<file path="src/rtl/jk_bank_driver.sv">
// Purpose: drives J/K of an external WIDTH-bit jk_ff bank to reach a requested value, verifies Q, retries.
// Latency: accept at cycle 0, J/K in cycle 1, done/err pulse in cycle SETTLE+3 (+SETTLE+2 per retry).
// Backpressure: req_ready high only in IDLE; a requester holds req_valid until accepted.
//
// Ports:
//   clk, rst            clock shared with the bank; asynchronous active-high reset
//   req_valid/req_ready request handshake
//   req_mode, req_data  00 load data, 01 toggle mask, 10 clear, 11 set
//   q_in                Q read back from the bank
//   j_out, k_out        registered J/K drive to the bank
//   busy, done, err     status; done/err are one-cycle pulses
//   err_cnt             (only with JK_ERR_CNT_EN) saturating count of failed checks
//
// Optional feature macro: JK_ERR_CNT_EN
module jk_bank_driver #(
  parameter int WIDTH     = 8,
  parameter int SETTLE    = 1,
  parameter int MAX_RETRY = 2
) (
  input  logic             clk,
  input  logic             rst,
  input  logic             req_valid,
  output logic             req_ready,
  input  logic [1:0]       req_mode,
  input  logic [WIDTH-1:0] req_data,
  input  logic [WIDTH-1:0] q_in,
  output logic [WIDTH-1:0] j_out,
  output logic [WIDTH-1:0] k_out,
  output logic             busy,
  output logic             done,
  output logic             err
`ifdef JK_ERR_CNT_EN
  ,
  output logic [7:0]       err_cnt
`endif
);

  typedef enum logic [2:0] {
    S_IDLE,
    S_DRIVE,
    S_SETTLE,
    S_CHECK,
    S_DONE_OK,
    S_DONE_ERR
  } state_t;

  localparam logic [1:0] MODE_LOAD   = 2'b00;
  localparam logic [1:0] MODE_TOGGLE = 2'b01;
  localparam logic [1:0] MODE_CLEAR  = 2'b10;
  localparam logic [1:0] MODE_SET    = 2'b11;

  // Counter preload: SETTLE cycles spent in S_SETTLE, counting down to zero.
  localparam logic [3:0] SETTLE_INIT = 4'(SETTLE - 1);
  localparam logic [2:0] RETRY_MAX   = 3'(MAX_RETRY);

  state_t           state_q, state_d;
  logic [WIDTH-1:0] exp_q, exp_d;
  logic [WIDTH-1:0] j_q, j_d;
  logic [WIDTH-1:0] k_q, k_d;
  logic             busy_q, busy_d;
  logic             done_q, done_d;
  logic             err_q, err_d;
  logic [2:0]       retry_q, retry_d;
  logic [3:0]       cnt_q, cnt_d;
  logic             chk_fail;
  logic [WIDTH-1:0] acc_exp;

  // Target value for a request being accepted; toggle uses Q as seen at acceptance.
  always_comb begin
    acc_exp = '0;
    case (req_mode)
      MODE_LOAD:   acc_exp = req_data;
      MODE_TOGGLE: acc_exp = q_in ^ req_data;
      MODE_CLEAR:  acc_exp = '0;
      MODE_SET:    acc_exp = '1;
      default:     acc_exp = '0;
    endcase
  end

  always_comb begin
    state_d  = state_q;
    exp_d    = exp_q;
    j_d      = '0;
    k_d      = '0;
    done_d   = 1'b0;
    err_d    = 1'b0;
    retry_d  = retry_q;
    cnt_d    = cnt_q;
    chk_fail = 1'b0;

    case (state_q)
      S_IDLE: begin
        if (req_valid) begin
          exp_d   = acc_exp;
          state_d = S_DRIVE;
          if (req_mode == MODE_TOGGLE) begin
            // First toggle drive uses the bank's own J=K=1 toggle behaviour.
            j_d = req_data;
            k_d = req_data;
          end else begin
            j_d = ~q_in & acc_exp;
            k_d = q_in & ~acc_exp;
          end
        end
      end
      S_DRIVE: begin
        // The bank samples J/K at the edge ending this state.
        state_d = S_SETTLE;
        cnt_d   = SETTLE_INIT;
      end
      S_SETTLE: begin
        if (cnt_q == 4'd0) state_d = S_CHECK;
        else               cnt_d   = cnt_q - 4'd1;
      end
      S_CHECK: begin
        if (q_in == exp_q) begin
          state_d = S_DONE_OK;
          done_d  = 1'b1;
        end else begin
          chk_fail = 1'b1;
          if (retry_q < RETRY_MAX) begin
            // Retries always use set/reset excitation from the present Q.
            retry_d = retry_q + 3'd1;
            state_d = S_DRIVE;
            j_d     = ~q_in & exp_q;
            k_d     = q_in & ~exp_q;
          end else begin
            state_d = S_DONE_ERR;
            err_d   = 1'b1;
          end
        end
      end
      S_DONE_OK, S_DONE_ERR: begin
        retry_d = '0;
        state_d = S_IDLE;
      end
      default: state_d = S_IDLE;
    endcase

    busy_d = (state_d != S_IDLE);
  end

  always_ff @(posedge clk or posedge rst) begin
    if (rst) begin
      state_q <= S_IDLE;
      exp_q   <= '0;
      j_q     <= '0;
      k_q     <= '0;
      busy_q  <= 1'b0;
      done_q  <= 1'b0;
      err_q   <= 1'b0;
      retry_q <= '0;
      cnt_q   <= '0;
    end else begin
      state_q <= state_d;
      exp_q   <= exp_d;
      j_q     <= j_d;
      k_q     <= k_d;
      busy_q  <= busy_d;
      done_q  <= done_d;
      err_q   <= err_d;
      retry_q <= retry_d;
      cnt_q   <= cnt_d;
    end
  end

`ifdef JK_ERR_CNT_EN
  logic [7:0] err_cnt_q, err_cnt_d;

  // Counts every failed check, retried or final; sticks at 255.
  always_comb begin
    err_cnt_d = err_cnt_q;
    if (chk_fail && (err_cnt_q != 8'hFF)) err_cnt_d = err_cnt_q + 8'd1;
  end

  always_ff @(posedge clk or posedge rst) begin
    if (rst) err_cnt_q <= '0;
    else     err_cnt_q <= err_cnt_d;
  end

  assign err_cnt = err_cnt_q;
`else
  logic unused_chk_fail;
  assign unused_chk_fail = chk_fail;
`endif

  assign req_ready = (state_q == S_IDLE);
  assign j_out     = j_q;
  assign k_out     = k_q;
  assign busy      = busy_q;
  assign done      = done_q;
  assign err       = err_q;

endmodule

</file>
<file path="config.mk">
export PLATFORM = sky130hd
export DESIGN_NAME = jk_bank_driver
export DESIGN_NICKNAME = d
export VERILOG_FILES = /design/src/rtl/jk_bank_driver.sv
export SDC_FILE = /design/constraint.sdc
export NUM_CORES = 1
export LEC_CHECK = 0
export BUFFER_PORTS_ARGS = -buffer_cell sky130_fd_sc_hd__buf_2
export CORE_MARGIN = 2
export CORE_UTILIZATION = 50
export CTS_BUF_LIST = sky130_fd_sc_hd__clkbuf_8
export DETAILED_ROUTE_END_ITERATION = 10
export MAX_ROUTING_LAYER = met4
export PLACE_DENSITY = 0.69
export SKIP_LAST_GASP = 1
export SYNTH_ARGS = -nofsm -noshare
export SYNTH_HDL_FRONTEND = slang
export SYNTH_SLANG_ARGS = --single-unit
</file>
<file path="constraint.sdc">
create_clock -name clk -period 1.8 [get_ports clk]
set_input_delay 0 -clock clk [delete_from_list [all_inputs] [get_ports clk]]
set_output_delay 0 -clock clk [all_outputs]
set_load 0.02 [all_outputs]
</file>
==> metrics.md, run 1 <==
| Metric | Value |
|---|---|
| Final worst slack | 139 ps |
| WP data required | 1980 ps |
| Final Power | 0.00330 W |
| CTS buffer count | 5 |
| Rows | 25 |
| Max Slew Vio Count | 0 |
| Max Fclk | between 600 and 700 MHz |
| Fin nets | 330 |
| Startpoint class of the critical path | flop |
| Root cell of the clock tree | clkbuf_8 |
| Post-Place Cells | ~340 |
| Fraction of layout cells with a size suffix above 1 | 0.250 |
| Yosys warns | 0 |
| Die width | 73.6 um |
| HPWL Detailed | between 3 and 4 mm |
| Die Area | 5420 um^2 |
| Post-Synthesis Cells | 252 |
| Final GP Congestion | 0.775 |
| Syn_nets | 291 |
| DP Worst Slack | 137 ps |
| Hold Path Origin | req_data[1] |
| Max IR drop VDD | 551 uV |
| Worst Skew | between 6 and 7 ps |
| CTS tree | yes |
| # port buffers | 40 |
| Setup violators final | 0 |
| Post-synthesis sequential area ratio | 0.382 |
| Initial antenna violation count | 0 |
| Vias in the first global route | 1773 |
| Register area | 926 um^2 |
| Num ports | 41 |
| Arrival @ worst endpoint | 1840 ps |
| Synth Register Bits | 37 |
| Top_reg_cell synth | dfrtp_1 |
| Syn-to-layout area delta | 11.1% |
| Setup TNS | 0 ps |
| Status | finished, final reports clean |
| R2r setup slk | 140 ps |
| Async set-or-reset flop fraction in the synthesized netlist | 1.00 |
| Chip height | approximately 74 um |
| Drt pass-1 iters | 5 |
| Clk_lat worst skew | 290 ps |
| Largest net degree at the start of global routing | 38 |
| Drt drc | 0 |
| Routed Antenna Nets | 0 |
| Setup crit end kind | flop |
| Routed length per placed instance | around 14 um |
| Hold Path Sink | exp_q[1]$_DFFE_PP0P_ |
| Final Hold Fails | 0 |
| FF-to-FF Start | cnt_q[0]$_DFFE_PP0P_ |
| DR vias | about 1.9k |
| CTS Sinks | 37 |
| Multi-input gate area | 1280 um^2 |
| Worst-margin pin slew | 558 ps |
| Reg clk slew, reported paths | 70 ps |
| CTS HTree Levels | 2 |
| WS Path Type | reg -> reg |
| DR vias/cell | 5.60 |
| Leading cell type in the layout, fill and taps excluded | buf_2 |
| Reg2reg end | cnt_q[0]$_DFFE_PP0P_ |
| RSZ-0062 raised after global routing | false |
| Final WL | 4.77 mm |
| Avg Inst Size Synth | 9.62 um^2 |
| Post-synth EDFFs | 0 |
| Core Area | 4690 um^2 |
| Critical Path Fanout Max | 4 |
| First-pass GRT wire length | 8.23 mm |
| Post-CTS setup buffers | 0 |
| Layout Cells excl Fill | 346 |
| R2R depth | 6 |
| Final worst path period share | 0.923 |
| Most frequent cells in the layout | 40 x buf_2, 37 x dfrtp_1, 26 x inv_1, 19 x a21oi_1 |
| Initial Util | 0.517 |
| Power per cell area | 1220 nW/um^2 |
| Hold Path Stages | 3 |
| Slew margin rel. | 0.628 |
| Hold slack | between 20 and 25 ps |
| Max-cap viol count | 0 |
| DR iter-0 viols | roughly 120 |
| Antenna Cells | 0 |
| Leak | 1.33 nW |
| Distinct cell type count of the synthesized netlist | 47 |
| Grt ovf | 0 |
| Worst Hold Class | in -> reg |
| GRT Overall Usage | 0.205 |
| Mapped Area | between 2000 and 2500 um^2 |
| Max clock buf depth | 2 |
| Tmin final | 1660 ps |
| Fill cells | 430 |
-- layout make-up --
cell class / instances / area share
clock buffer: 5 / 0.0255
sequential: 37 / 0.344
timing repair buffer: 46 / 0.0929
clock inverter: 3 / 0.00418
multi-input combinational: 178 / 0.477
tap: 54 / 0.0251
inverter: 23 / 0.0320
-- report_power, final --
group          internal (W)  switching, W
Combinational      0.000587      0.000905
Sequential          0.00108      0.000184
Clock              0.000258      0.000284
Total               0.00192       0.00137
-- how the worst max path moves through the flow --
stage | startpoint | to | cells after the start
after detailed placement | exp_q[4]$_DFFE_PP0P_ | retry_q[1]$_DFFE_PP0P_ | 5
after CTS | exp_q[6]$_DFFE_PP0P_ | retry_q[1]$_DFFE_PP0P_ | 5
final | cnt_q[0]$_DFFE_PP0P_ | cnt_q[0]$_DFFE_PP0P_ | 6
after global placement | exp_q[5]$_DFFE_PP0P_ | retry_q[1]$_DFFE_PP0P_ | 5
after floorplan | exp_q[4]$_DFFE_PP0P_ | retry_q[1]$_DFFE_PP0P_ | 6
after global routing | cnt_q[0]$_DFFE_PP0P_ | cnt_q[0]$_DFFE_PP0P_ | 6
-- registers in the layout, indices dropped and copies added, names as in the netlist --
name,count
exp_q,8
done,1
err,1
k_out,8
j_out,8
state_q,3
cnt_q,4
busy,1
retry_q,3
-- logic make-up after synthesis --
logic type,count (synthesis),synth area share
simple gates,73,0.171
xor+xnor,1,0.00361
mux,1,0.00413
buf+inv,37,0.0887
compound gates,85,0.258
flops,37,0.382
fa+ha+maj,18,0.0929
-- critical path, stage by stage, from the launching register on --
cell and delay [ps]:
dfrtp_1 410, inv_1 100, ha_1 190, or3b_1 420, nand2_1 120, mux2i_1 80
a22o_1 240
-- cells in the mapped netlist, types with 3 or more instances --
master | instances | area [um^2]
nor2b_1 | 10 | 62.6
nand2b_1 | 5 | 31.3
nand3_1 | 5 | 25.0
o2bb2ai_1 | 3 | 26.3
a22o_1 | 10 | 87.6
dfrtp_1 | 37 | 926
a21oi_1 | 19 | 95.1
nor2_1 | 13 | 48.8
a22o_2 | 5 | 50.1
buf_2 | 5 | 25.0
nor3_1 | 6 | 30.0
o21a_1 | 5 | 37.5
o21ai_2 | 7 | 61.3
o21ai_0 | 14 | 70.1
inv_1 | 23 | 86.3
o22ai_1 | 7 | 43.8
o221ai_2 | 4 | 60.1
ha_1 | 18 | 225
a31oi_1 | 3 | 18.8
nand2_1 | 18 | 67.6
-- per-stage QoR --
| stage | cell area [um^2] | utilization |
|---|---|---|
| after floorplan | 2420 | - |
| after global placement | 2590 | 0.553 |
| after detailed placement | 2590 | 0.553 |
| after CTS | 2690 | 0.574 |
| after global routing | 2690 | 0.574 |
| final | 2690 | 0.574 |
-- per-layer routing --
| metal | track usage | up-vias | part of all wire |
|---|---|---|---|
| met4 | 0.0505 | 0 | 0.010 |
| met1 | 0.271 | 897 | 0.49 |
| met2 | 0.318 | 56 | 0.45 |
| met5 | - | - | 0 |
| li1 | - | 979 | - |
| met3 | 0.0480 | 6 | 0.053 |
-- timing repair --
item / CTS / global route
hold buffers: 2 / 0
gates resized for setup: 0 / 1
setup endpoints to repair: 0 / 2
hold endpoints to repair: 38 / 0
Note: power is estimated with default switching activity, not from simulation.
==> run 2, diff against run 1 <==
--- a/config.mk
+++ b/config.mk
@@ -8,7 +8,6 @@
 export BUFFER_PORTS_ARGS = -buffer_cell sky130_fd_sc_hd__buf_2
 export CORE_MARGIN = 2
 export CORE_UTILIZATION = 50
-export CTS_BUF_LIST = sky130_fd_sc_hd__clkbuf_8
 export DETAILED_ROUTE_END_ITERATION = 10
 export MAX_ROUTING_LAYER = met4
 export PLACE_DENSITY = 0.69
==> metrics.md, run 2 (synthesis results as in run 1) <==
| Metric | Value |
|---|---|
| Final Util | 0.574 (unchanged) |
| Gate power share | 0.450 (was 0.453) |
| Seq pwr share | 0.381 (was 0.383) |
| Slew margin rel. | 0.640 (was 0.628) |
| Die width | 73.6 um (unchanged) |
| Net load switching power | 0.00138 W (was 0.00137 W) |
| Max-cap viol count | 0 (unchanged) |
| Max clock buf depth | 2 (unchanged) |
| Power per cell area | 1230 nW/um^2 (was 1220 nW/um^2) |
| WS Path Type | reg -> reg (unchanged) |
| Rows | 25 (unchanged) |
| Setup violators final | 0 (unchanged) |
| Worst-margin pin slew | 540 ps (was 558 ps) |
| # port buffers | 40 (unchanged) |
| Internal power | 0.00194 W (was 0.00192 W) |
| Clock Power Share | 0.169 (was 0.164) |
| Root cell of the clock tree | clkbuf_8 (unchanged) |
| Final worst path period share | 0.923 (about the same) |
| DR vias/cell | 5.62 (was 5.60) |
| RSZ-0062 raised after global routing | false (unchanged) |
| DR iter-0 viols | 130 (was 118) |
| Arrival @ worst endpoint | 1840 ps (about the same) |
| Fill cells | 430 (unchanged) |
| Routed Antenna Nets | 0 (unchanged) |
| Leading cell type in the layout, fill and taps excluded | buf_2 (unchanged) |
| Antenna Cells | 0 (unchanged) |
| Status | finished, final reports clean (unchanged) |
| Initial antenna violation count | 0 (unchanged) |
| Reg clk slew, reported paths | 70 ps (about the same) |
| WP data required | 1980 ps (about the same) |
| CTS tree | yes (unchanged) |
| Most frequent cells in the layout | 40 x buf_2, 37 x dfrtp_1, 23 x inv_1, 19 x a21oi_1 (was 40 x buf_2, 37 x dfrtp_1, 26 x inv_1, 19 x a21oi_1) |
| Fraction of layout cells with a size suffix above 1 | 0.250 (unchanged) |
| Clk_lat worst skew | 290 ps (about the same) |
| Critical Path Fanout Max | 4 (unchanged) |
| Grt ovf | 0 (unchanged) |
| CTS Sinks | 37 (unchanged) |
| Tmin final | 1660 ps (about the same) |
| Leak | 1.32 nW (was 1.33 nW) |
| Setup TNS | 0 ps (unchanged) |
| Final Hold Fails | 0 (unchanged) |
| First-pass GRT wire length | 8.23 mm (unchanged) |
| GRT Overall Usage | 0.205 (unchanged) |
| Chip height | 73.6 um (unchanged) |
| Max Fclk | 602 MHz (about the same) |
| HPWL Detailed | 3.32 mm (unchanged) |
| Max IR drop VDD | 553 uV (was 551 uV) |
| Die Area | 5420 um^2 (unchanged) |
| Core Area | 4690 um^2 (unchanged) |
| Routed length per placed instance | 13.8 um (about the same) |
| Num ports | 41 (unchanged) |
| Sw Share | 0.415 (was 0.417) |
| DR vias | 1943 (was 1938) |
| CTS HTree Levels | 2 (unchanged) |
| R2R depth | 6 (unchanged) |
| Drt pass-1 iters | 4 (was 5) |
| Largest net degree at the start of global routing | 38 (unchanged) |
| Max Slew Vio Count | 0 (unchanged) |
| CTS buffer count | 5 (unchanged) |
| Fin nets | 330 (unchanged) |
| Worst Hold Class | in -> reg (unchanged) |
| Initial Util | 0.517 (unchanged) |
| Hold Path Stages | 3 (unchanged) |
| Final GP Congestion | 0.775 (unchanged) |
| Vias in the first global route | 1773 (unchanged) |
| Setup crit end kind | flop (unchanged) |
| Startpoint class of the critical path | flop (unchanged) |
| Syn-to-layout area delta | 11.1% (unchanged) |
| Worst Skew | 6.37 ps (was 6.51 ps) |
| Drt drc | 0 (unchanged) |
| Final WL | 4.77 mm (about the same) |
## run 2: worst max-delay path, stage by stage (launching register included)
cell and delay [ps]:
dfrtp_1 410, inv_1 100, ha_1 190, or3b_1 420
nand2_1 120, mux2i_1 80, a22o_1 240
## run 2: path summary, 6_finish.rpt
check	from	to	slack (ps)
worst min register to register	exp_q[2]$_DFFE_PP0P_	exp_q[2]$_DFFE_PP0P_	520
worst max register to register	cnt_q[0]$_DFFE_PP0P_	cnt_q[0]$_DFFE_PP0P_	140
worst min-delay path	req_data[1]	exp_q[1]$_DFFE_PP0P_	30
min in group asynchronous	rst	k_out[6]$_DFF_PP0_	360
max in group asynchronous	rst	retry_q[1]$_DFFE_PP0P_	1100
worst max-delay path	cnt_q[0]$_DFFE_PP0P_	cnt_q[0]$_DFFE_PP0P_	140
## run 2: timing repair
item,CTS,global route
setup endpoints to repair,0,2
setup buffers,0,0
resized for setup,0,1
hold buffers,2,0
endpoints found under the hold margin,38,0
## run 2: power groups by stage
stage	registers (W)	logic [W]	clock network [W]
floorplan	0.00132	0.00119	0
global placement	0.00127	0.00149	0
detailed placement	0.00128	0.00149	0
CTS	0.00126	0.00150	0.000577
global route	0.00131	0.00167	0.000604
finish	0.00126	0.00149	0.000562
## run 2: layer usage
layer / global-route usage / wire length (um) / vias up
li1: - / - / 981
met1: 0.271 / 2350 / 895
met2: 0.318 / 2100 / 61
met3: 0.0480 / 261 / 6
met4: 0.0505 / 50 / 0
met5: - / 0 / -
## run 2: cell type report
cell class | instances | area, um^2 | share of cell area
Timing Repair Buffer | 46 | 250 | 0.0929
Multi-Input combinational cell | 178 | 1280 | 0.477
Clock buffer | 8 | 80.1 | 0.0297
Tap cell | 54 | 67.6 | 0.0251
Sequential cell | 37 | 926 | 0.344
Inverter | 23 | 86.3 | 0.0320
## run 2: per-stage QoR
| stage | instances | hold slack, ps | instance area, um^2 | total power [W] | setup WS, ps |
|---|---|---|---|---|---|
| 6_report | 346 | 28.5 | 2690 | 0.00332 | 139 |
| 5_1_grt | 346 | 38.3 | 2690 | 0.00359 | 37.3 |
| 4_1_cts | 346 | 10.6 | 2690 | 0.00334 | 129 |
| 3_5_place_dp | 336 | 139 | 2590 | 0.00277 | 137 |
| 3_3_place_gp | 336 | 138 | 2590 | 0.00276 | 173 |
| 2_1_floorplan | 252 | 159 | 2420 | 0.00252 | 260 |
